[src/rtl/prm_shadow_pkg.sv]
// p10 register defines shared by the parameter-shadow path:
// scanner FSM states and the parameter RAM word map.
package prm_shadow_pkg;

  typedef enum logic [1:0] {
    ST_SCAN   = 2'd0,
    ST_DRAIN  = 2'd1,
    ST_PEND   = 2'd2,
    ST_COMMIT = 2'd3
  } prm_state_e;

  localparam logic [7:0] ADDR_MOD_FREQ = 8'h10;
  localparam logic [7:0] ADDR_FREQ     = 8'h11;
  localparam logic [7:0] ADDR_DUTY     = 8'h12;
  localparam logic [7:0] ADDR_PHASE    = 8'h13;
  localparam logic [7:0] ADDR_DEADTIME = 8'h14;
  localparam logic [7:0] ADDR_CTRL     = 8'h15;

  localparam int PRM_LAT_MAX = 3;

  // Index counter width; a single-word mirror still needs one bit.
  function automatic int prm_idx_bits(input int n);
    if (n > 1) begin
      return $clog2(n);
    end else begin
      return 1;
    end
  endfunction

endpackage

[src/rtl/prm_rd_pipe.sv]
// Delay line that carries "read issued" and its word index alongside the
// parameter RAM latency, so returning data lands in the right stage slot.
module prm_rd_pipe
  import prm_shadow_pkg::*;
#(
  parameter int DEPTH    = 1,
  parameter int IDX_BITS = 3
) (
  input  logic                clk,
  input  logic                rstn,
  input  logic                issue,
  input  logic [IDX_BITS-1:0] issue_idx,
  output logic                wr_vld,
  output logic [IDX_BITS-1:0] wr_idx
);

  logic [DEPTH-1:0]               vld_r;
  logic [DEPTH-1:0][IDX_BITS-1:0] idx_r;

  // Shift issue tag and index one stage per cycle.
  always_ff @(posedge clk or negedge rstn) begin
    if (!rstn) begin
      vld_r <= {DEPTH{1'b0}};
      idx_r <= {(DEPTH*IDX_BITS){1'b0}};
    end else begin
      vld_r[0] <= issue;
      idx_r[0] <= issue_idx;
      for (int i = 1; i < DEPTH; i++) begin
        vld_r[i] <= vld_r[i-1];
        idx_r[i] <= idx_r[i-1];
      end
    end
  end

  assign wr_vld = vld_r[DEPTH-1];
  assign wr_idx = idx_r[DEPTH-1];

endmodule

[src/rtl/prm_shadow.sv]
// Sweeps a window of the parameter RAM into a staging copy and commits it
// atomically to the shadow outputs, optionally aligned to a sync strobe.
module prm_shadow
  import prm_shadow_pkg::*;
#(
  parameter int N_REGS    = 8,
  parameter int DATA_BITS = 32,
  parameter int ADDR_BITS = 8,
  parameter int BASE_ADDR = 0,
  parameter int RAM_LAT   = 1,
  parameter int SYNC_EN   = 0
) (
  input  logic                          clk,
  input  logic                          rstn,
  output logic [ADDR_BITS-1:0]          prm_addr,
  input  logic [DATA_BITS-1:0]          prm_ram_q,
  input  logic                          hold_i,
  input  logic                          sync_i,
  output logic [N_REGS*DATA_BITS-1:0]   shadow_o,
  output logic                          upd_o,
  output logic [N_REGS-1:0]             upd_mask_o,
  output logic                          valid_o
);

  localparam int                   IDX_BITS = prm_idx_bits(N_REGS);
  localparam logic [ADDR_BITS-1:0] BASE_A   = ADDR_BITS'(BASE_ADDR);
  localparam logic [IDX_BITS-1:0]  LAST_IDX = IDX_BITS'(N_REGS - 1);
  localparam logic [1:0]           LAST_DRN = 2'(RAM_LAT - 1);
  localparam logic                 SYNC_ON  = (SYNC_EN != 0);

  prm_state_e                            state_r;
  logic [IDX_BITS-1:0]                   idx_r;
  logic [ADDR_BITS-1:0]                  addr_r;
  logic [1:0]                            drn_r;
  logic [N_REGS-1:0][DATA_BITS-1:0]      stage_r;
  logic [N_REGS-1:0][DATA_BITS-1:0]      shadow_r;
  logic                                  upd_r;
  logic [N_REGS-1:0]                     mask_r;
  logic                                  valid_r;

  logic                                  issue_s;
  logic                                  pipe_vld_s;
  logic [IDX_BITS-1:0]                   pipe_idx_s;
  logic [N_REGS-1:0]                     diff_s;
  logic                                  commit_go_s;

  // Hold may only stall a sweep that has not started yet.
  always_comb begin
    issue_s = 1'b0;
    if (state_r == ST_SCAN) begin
      issue_s = (idx_r != {IDX_BITS{1'b0}}) || !hold_i;
    end else begin
      issue_s = 1'b0;
    end
  end

  // Changed-word mask; before the first commit every word counts as new.
  always_comb begin
    diff_s = {N_REGS{1'b0}};
    for (int i = 0; i < N_REGS; i++) begin
      diff_s[i] = (stage_r[i] != shadow_r[i]) || !valid_r;
    end
  end

  // Commit release: immediate, or gated by the sync strobe.
  always_comb begin
    commit_go_s = 1'b0;
    if (diff_s != {N_REGS{1'b0}}) begin
      commit_go_s = !SYNC_ON || sync_i;
    end else begin
      commit_go_s = 1'b0;
    end
  end

  prm_rd_pipe #(
    .DEPTH    (RAM_LAT),
    .IDX_BITS (IDX_BITS)
  ) u_rd_pipe (
    .clk       (clk),
    .rstn      (rstn),
    .issue     (issue_s),
    .issue_idx (idx_r),
    .wr_vld    (pipe_vld_s),
    .wr_idx    (pipe_idx_s)
  );

  // Scanner FSM, stage capture and registered commit outputs.
  always_ff @(posedge clk or negedge rstn) begin
    if (!rstn) begin
      state_r  <= ST_SCAN;
      idx_r    <= {IDX_BITS{1'b0}};
      addr_r   <= BASE_A;
      drn_r    <= 2'd0;
      stage_r  <= {(N_REGS*DATA_BITS){1'b0}};
      shadow_r <= {(N_REGS*DATA_BITS){1'b0}};
      upd_r    <= 1'b0;
      mask_r   <= {N_REGS{1'b0}};
      valid_r  <= 1'b0;
    end else begin
      upd_r  <= 1'b0;
      mask_r <= {N_REGS{1'b0}};
      if (pipe_vld_s) begin
        stage_r[pipe_idx_s] <= prm_ram_q;
      end
      case (state_r)
        ST_SCAN: begin
          if (issue_s) begin
            if (idx_r == LAST_IDX) begin
              idx_r   <= {IDX_BITS{1'b0}};
              addr_r  <= BASE_A;
              drn_r   <= 2'd0;
              state_r <= ST_DRAIN;
            end else begin
              idx_r  <= idx_r + IDX_BITS'(1);
              addr_r <= addr_r + ADDR_BITS'(1);
            end
          end
        end
        ST_DRAIN: begin
          if (drn_r == LAST_DRN) begin
            state_r <= ST_PEND;
          end else begin
            drn_r <= drn_r + 2'd1;
          end
        end
        ST_PEND: begin
          if (diff_s == {N_REGS{1'b0}}) begin
            state_r <= ST_SCAN;
          end else if (commit_go_s) begin
            shadow_r <= stage_r;
            upd_r    <= 1'b1;
            mask_r   <= diff_s;
            valid_r  <= 1'b1;
            state_r  <= ST_COMMIT;
          end
        end
        ST_COMMIT: begin
          state_r <= ST_SCAN;
        end
        default: begin
          state_r <= ST_SCAN;
        end
      endcase
    end
  end

  assign prm_addr   = addr_r;
  assign shadow_o   = shadow_r;
  assign upd_o      = upd_r;
  assign upd_mask_o = mask_r;
  assign valid_o    = valid_r;

endmodule

[config.mk]
export PLATFORM = sky130hd
export DESIGN_NAME = prm_shadow
export DESIGN_NICKNAME = d
export VERILOG_FILES = /design/src/rtl/prm_shadow_pkg.sv /design/src/rtl/prm_rd_pipe.sv /design/src/rtl/prm_shadow.sv
export SDC_FILE = /design/constraint.sdc
export NUM_CORES = 1
export LEC_CHECK = 0
export CORE_ASPECT_RATIO = 0.6
export CORE_MARGIN = 10
export CORE_UTILIZATION = 30
export DETAILED_ROUTE_END_ITERATION = 8
export PLACE_DENSITY_LB_ADDON = 0.05
export SETUP_SLACK_MARGIN = 0.02
export SYNTH_ARGS = -nofsm -noshare
export SYNTH_HDL_FRONTEND = slang
export SYNTH_SLANG_ARGS = --single-unit
[constraint.sdc]
create_clock -name clk -period 5.9 [get_ports clk]
set_input_delay 1.77 -clock clk [delete_from_list [all_inputs] [get_ports clk]]
set_output_delay 1.77 -clock clk [all_outputs]
set_load 0.05 [all_outputs]
======== Word-level counts from Yosys, hierarchy flattened ========
Cells that the tools add are included.
word-level totals
  flip-flop bits (word level) ............. 541
  output and inout bits ................... 274
  logic and storage cells ................. 93
cells by class
  add/subtract/negate cells ............... 3
  order comparisons ....................... 2
  equality and inequality tests ........... 17
  muxes and demuxes ....................... 23
  bitwise logic cells ..................... 1
  reduce and logical (&&, ||, !) cells .... 22
operators with widths
  kind                                                  count
  bitwise mux 256 bit                                   1
  != test 32 bit                                        8
  demux 32 bit (select 3 bit)                           1
  two-way mux 32 bit                                    1
  two-way mux 8 bit                                     4
  two-way mux 2 bit                                     8
  logical OR 1 bit                                      9
  adder 8 x 1 -> 8 bit (second input constant)          1
  logical NOT 8 bit                                     1
  one-hot mux 2 bit (4 select lines)                    1
  AND reduction 4 bit                                   2
  nonzero test 8 bit                                    1
  two-way mux 1 bit                                     5
  equality test 2 bit (second input constant)           2
  logical NOT 2 bit                                     2
  < comparator 3 x 4 -> 1 bit (second input constant)   1
  != test 2 x 1 -> 1 bit (second input constant)        2
  != test 2 bit (second input constant)                 2
  one-hot mux 2 bit (2 select lines)                    1
  adder 3 x 1 -> 3 bit (second input constant)          1
  equality test 3 bit (second input constant)           1
  >= comparator 3 x 1 -> 1 bit (second input constant)  1
  two-way mux 3 bit                                     1
  != test 3 bit (second input constant)                 1
  other kinds (9)                                       10

======== Logic depth before layout (Yosys ltp) ========
  word-level depth ........................ 7
  mapped depth ............................ 9
  gate-level depth less buffers ........... 8

======== By module ========
Synthesis repeated with hierarchy kept, for this count alone.
unflattened totals
  cells, all modules ...................... 1564
  area, all modules ....................... 23797.8 µm²
modules (own cells, without submodules)
  module       instances  cells an instance  area an instance (µm²)  seq. area each (µm²)
  prm_shadow   1          1560               23697.7                 13437.9
  prm_rd_pipe  1          4                  100.1                   100.1

======== Worst setup path after synthesis ========
OpenSTA, ideal clock, no wires.
  path kind ............................... reg2reg
  start point ............................. reg shadow_r (netlist bit shadow_o[21])
  end point ............................... reg shadow_r (netlist bit shadow_o[0])
  arrival time ............................ 2751 ps
  required time ........................... 5773 ps
  slack ................................... 3022 ps
  stages on the path, launching flop included .. 10
  path buffers ............................ 2
  clock period less this slack ............ 2878 ps
  path through ............................ dfrtp_1 > xor2_1 > nor4_1 > nand4_1 > or4_1 > nor4_2 > a21oi_2 > buf_6 > buf_6 > mux2_1
between the ends
  word-level cells in the longest chain between the ends .. 5
  elaborated cells between the ends (all ways) .. 7
  classes of those cells .................. 1 x eq/ne; 1 x mux; 1 x bitwise; 4 x reduce/logical
RTL lines
  what                                                     RTL line                             RTL
  from (decl)                                              prm_shadow.sv:36                     logic [N_REGS-1:0][DATA_BITS-1:0] shadow_r;
  from (signal assigned)                                   prm_shadow.sv:95                     shadow_r <= {(N_REGS*DATA_BITS){1'b0}};
  from (signal assigned)                                   prm_shadow.sv:130                    shadow_r <= stage_r;
  != test 32 bit *                                         prm_shadow.sv:61                     diff_s[i] = (stage_r[i] != shadow_r[i]) || !valid_r;
  logical OR 1 bit *                                       prm_shadow.sv:61
  nonzero test 8 bit or logical NOT 8 bit (tied branches)  prm_shadow.sv:68, prm_shadow.sv:127
  two-way mux 1 bit or NOT 1 bit (tied branches)           -
  AND reduction 3 bit (no line) *                          -
Mark *: on every way between the ends. The rest lies on a longest branch, timed or not.
A chain may end at the register's enable or synchronous reset.

======== Final worst setup path ========
  start point ............................. reg valid_r, in the netlist valid_o
  end point ............................... out valid_o
RTL lines
  what                    RTL line           RTL
  from (decl)             prm_shadow.sv:39   logic valid_r;
  from (signal assigned)  prm_shadow.sv:98   valid_r <= 1'b0;
  from (signal assigned)  prm_shadow.sv:133  valid_r <= 1'b1;
  to (decl)               prm_shadow.sv:22   output logic valid_o
No word-level cell between the ends.

==> results.py <==
metrics = {
    "status": {
        "outcome": "complete, no violations",
    },
    "grt": {
        "grt.total_usage": 0.173,
        "grt.overflow.total": 0,
        "grt_pass1_wl_um": 109000,
        "grt_pass1_vias": 14461,
        "grt_max_degree": 146,
        "antenna_found_initial": 26,
    },
    "detailed_routing": {
        "first_pass_iters": 4,
        "vias_per_cell": 4.70,
        "wl_per_cell_um": 26.3,
        "initialDrtViolationCount": 721,
        "route.final.wire_length_um": 77700,
        "drtAntennaViolNets": 0,
        "drc": 0,
        "num_vias": 13894,
    },
    "min_path": {
        "hold_class": "register to register",
        "hold_start": "idx_r[1]",
        "min_path_cells": 0,
    },
    "setup_path": {
        "crit_family": "buffers and inverters",
        "reg2reg_from": "shadow_o[223]",
        "arrival_ns": 2.52,
        "worstSetupStartpoint": "valid_o",
        "critPathKind": "register to output pin",
        "crit_required_ns": 4.13,
        "cp-start-kind": "register",
        "crit_buf_inv": 1,
        "crit_fanout": 10,
        "cpPeakStageDelay_ns": 0.96,
        "endpoint": "valid_o",
        "r2r-end": "shadow_o[9]",
        "cp-end-kind": "output pin",
        "crit_chain": "clkdlybuf4s50_1",
        "r2r_slack_ns": 1.65,
        "crit_cells": 1,
        "crit_slowest_cell": "clkdlybuf4s50_1",
        "rr_worst_depth": 9,
    },
    "floorplanning": {
        "rows": 78,
        "core_area_um2": 75700,
        "io-pin-count": 310,
        "dieArea_um2": 88500,
        "die_w_um": 377,
        "die_y_um": 234,
        "start_util": 0.304,
    },
    "clock_tree": {
        "clock_path_buffers": 3,
        "clock-sinks": 541,
        "numCtsBuffers": 57,
        "post_cts_buffers": 0,
        "cts_tree": "built",
        "cts_resized": 0,
        "root_buffer": "clkbuf_16",
        "htree_num_levels": 2,
        "clk_latency_ns": 0.63,
        "cts-hold-fix-buffers": 0,
        "clk_pin_slew_ns": 0.07,
    },
    "synthesis": {
        "synth_top_family_by_area": "multiplexers",
        "avgSynthCellArea_um2": 14.8,
        "synth.top_cells.by_area": "dfrtp_1, mux2_2, mux2_1, xnor2_1, xor2_1",
        "ys_seq_area_frac": 0.589,
        "synth-xor-area-share": 0.0979,
        "synth_largest_area_cell": "dfrtp_1",
        "synthAdderAreaFrac": 0.00272,
        "synth_nets": 1590,
        "ys_async_sr_fraction": 1.00,
        "synth_edf_count": 0,
        "synth-compound-area-share": 0.00506,
        "yosys.cell_types.count": 33,
        "synth-simple-area-share": 0.0370,
        "synth_area_um2": 23000,
        "syn_inst": 1549,
        "ys_warn_count": 0,
        "synth.mux.area_fraction": 0.251,
        "synth_top_area_frac": 0.589,
        "synth_ff_type": "dfrtp_1",
        "synth_seq_cells": 541,
    },
    "sta": {
        "hold_slack_ns": 0.427,
        "tns_ns": 0,
        "slew_headroom": 0.154,
        "hold_violations": 0,
        "clock_skew_ns": 0.0153,
        "tightest_slew_ns": 1.27,
        "period_needed_ns": 4.29,
        "drv_slew": 0,
        "finalSetupViolCount": 0,
        "post-route-period-util": 0.727,
        "max_freq_ghz": 0.233,
        "rsz0062_at_grt": "false",
    },
    "cells_and_area": {
        "layout-drive-gt1-share": 0.235,
        "nets": 1943,
        "fin_cells": 2958,
        "area_delta_synth_final_pct": 27.1,
    },
    "place": {
        "portBuffers": 308,
        "gp_congestion": 0.743,
        "dpl.hpwl_um": 50600,
        "dp.cells": 2843,
    },
    "job": {
        "drv_cap": 0,
    },
}
metrics by stage:
| step | util | worst slack, ns | instance area [µm²] |
|---|---|---|---|
| global placement | 0.361 | 1.80 | 27400 |
| CTS | 0.386 | 1.46 | 29200 |
| global route | 0.386 | 1.48 | 29200 |
| floorplan | - | 3.02 | 23000 |
| detailed placement | 0.361 | 1.75 | 27400 |
| finish | 0.386 | 1.61 | 29200 |
Yosys cell counts, types with 5 or more instances:
cell / count
ha_1: 5
nor2_1: 5
nand3_1: 13
nand2_1: 20
and3_1: 7
nand4_1: 40
nor4_1: 28
a21oi_1: 5
dfrtp_1: 541
mux2_2: 315
xnor2_1: 169
inv_1: 7
buf_6: 22
xor2_1: 88
mux2_1: 197
clkbuf_1: 33
nor2b_1: 7
nor3_1: 12
o21ai_0: 12
cell families (layout without fill, tap and decap cells):
kind of cell,Yosys count,count (layout)
multiplexers,513,513
XOR/XNOR,257,257
AO/OA/AOI/OAI,21,21
other,0,13
AND/OR/NAND/NOR,148,148
adder cells (fa/ha/maj),5,5
buffers and inverters,64,460
flip-flops,541,541
routing by layer:
layer  global-route usage  part of all wire  routed length (µm)
met4               0.0413             0.019                1490
met3               0.0420             0.085                6640
met1                0.240              0.44               34500
met5                    0                 0                   0
met2                0.270              0.45               35100
state kept, by name, summed over array words and instances, names as in the netlist:
name and count:
shadow_o 256, stage_r 256, prm_addr 8, upd_mask_o 8, idx_r 3, u_rd_pipe.wr_idx 3
drn_r 2, state_r 2, u_rd_pipe.wr_vld 1, upd_o 1, valid_o 1
cell type report:
type | instances | area [µm²]
Antenna cell | 13 | 32.5
Clock buffer | 89 | 1750
Clock inverter | 13 | 93.8
Fill cell | 7179 | 46500
Inverter | 7 | 26.3
Multi-Input combinational cell | 944 | 9080
Sequential cell | 541 | 13500
Tap cell | 1000 | 1250
Timing Repair Buffer | 351 | 3470
worst min path at each step:
stage / endpoint / slack [ns]
final: u_rd_pipe.wr_idx[1] / 0.43
after global routing: u_rd_pipe.wr_idx[1] / 0.44
after CTS: u_rd_pipe.wr_idx[2] / 0.43
after detailed placement: u_rd_pipe.wr_idx[1] / 0.41
after global placement: u_rd_pipe.wr_idx[1] / 0.41
after floorplan: u_rd_pipe.wr_idx[1] / 0.38
cells in the final DEF, fill, tap and decap left out, types with 3 or more instances in the layout:
cell type	Yosys	final
nand2_1	20	20
and3_1	7	7
buf_2	1	3
clkbuf_1	33	14
buf_4	0	37
clkdlybuf4s50_1	0	304
clkinv_2	0	11
diode_2	0	13
mux2_1	197	197
nor3_1	12	10
ha_1	5	5
buf_12	0	6
nor2_1	5	5
clkbuf_16	0	59
clkbuf_8	0	16
mux2_2	315	315
nand4b_1	3	3
xor2_1	88	88
nor4_1	28	28
or3_1	3	3
nor2b_1	7	7
dfrtp_1	541	541
o21ai_0	12	12
nand4_1	40	40
a21oi_1	5	5
nand2b_1	3	3
xnor2_1	169	169
nand3_1	13	13
inv_1	7	7
Power is not shown: default switching activity piles up to over one toggle a cycle in this logic, so the estimate is an artifact.
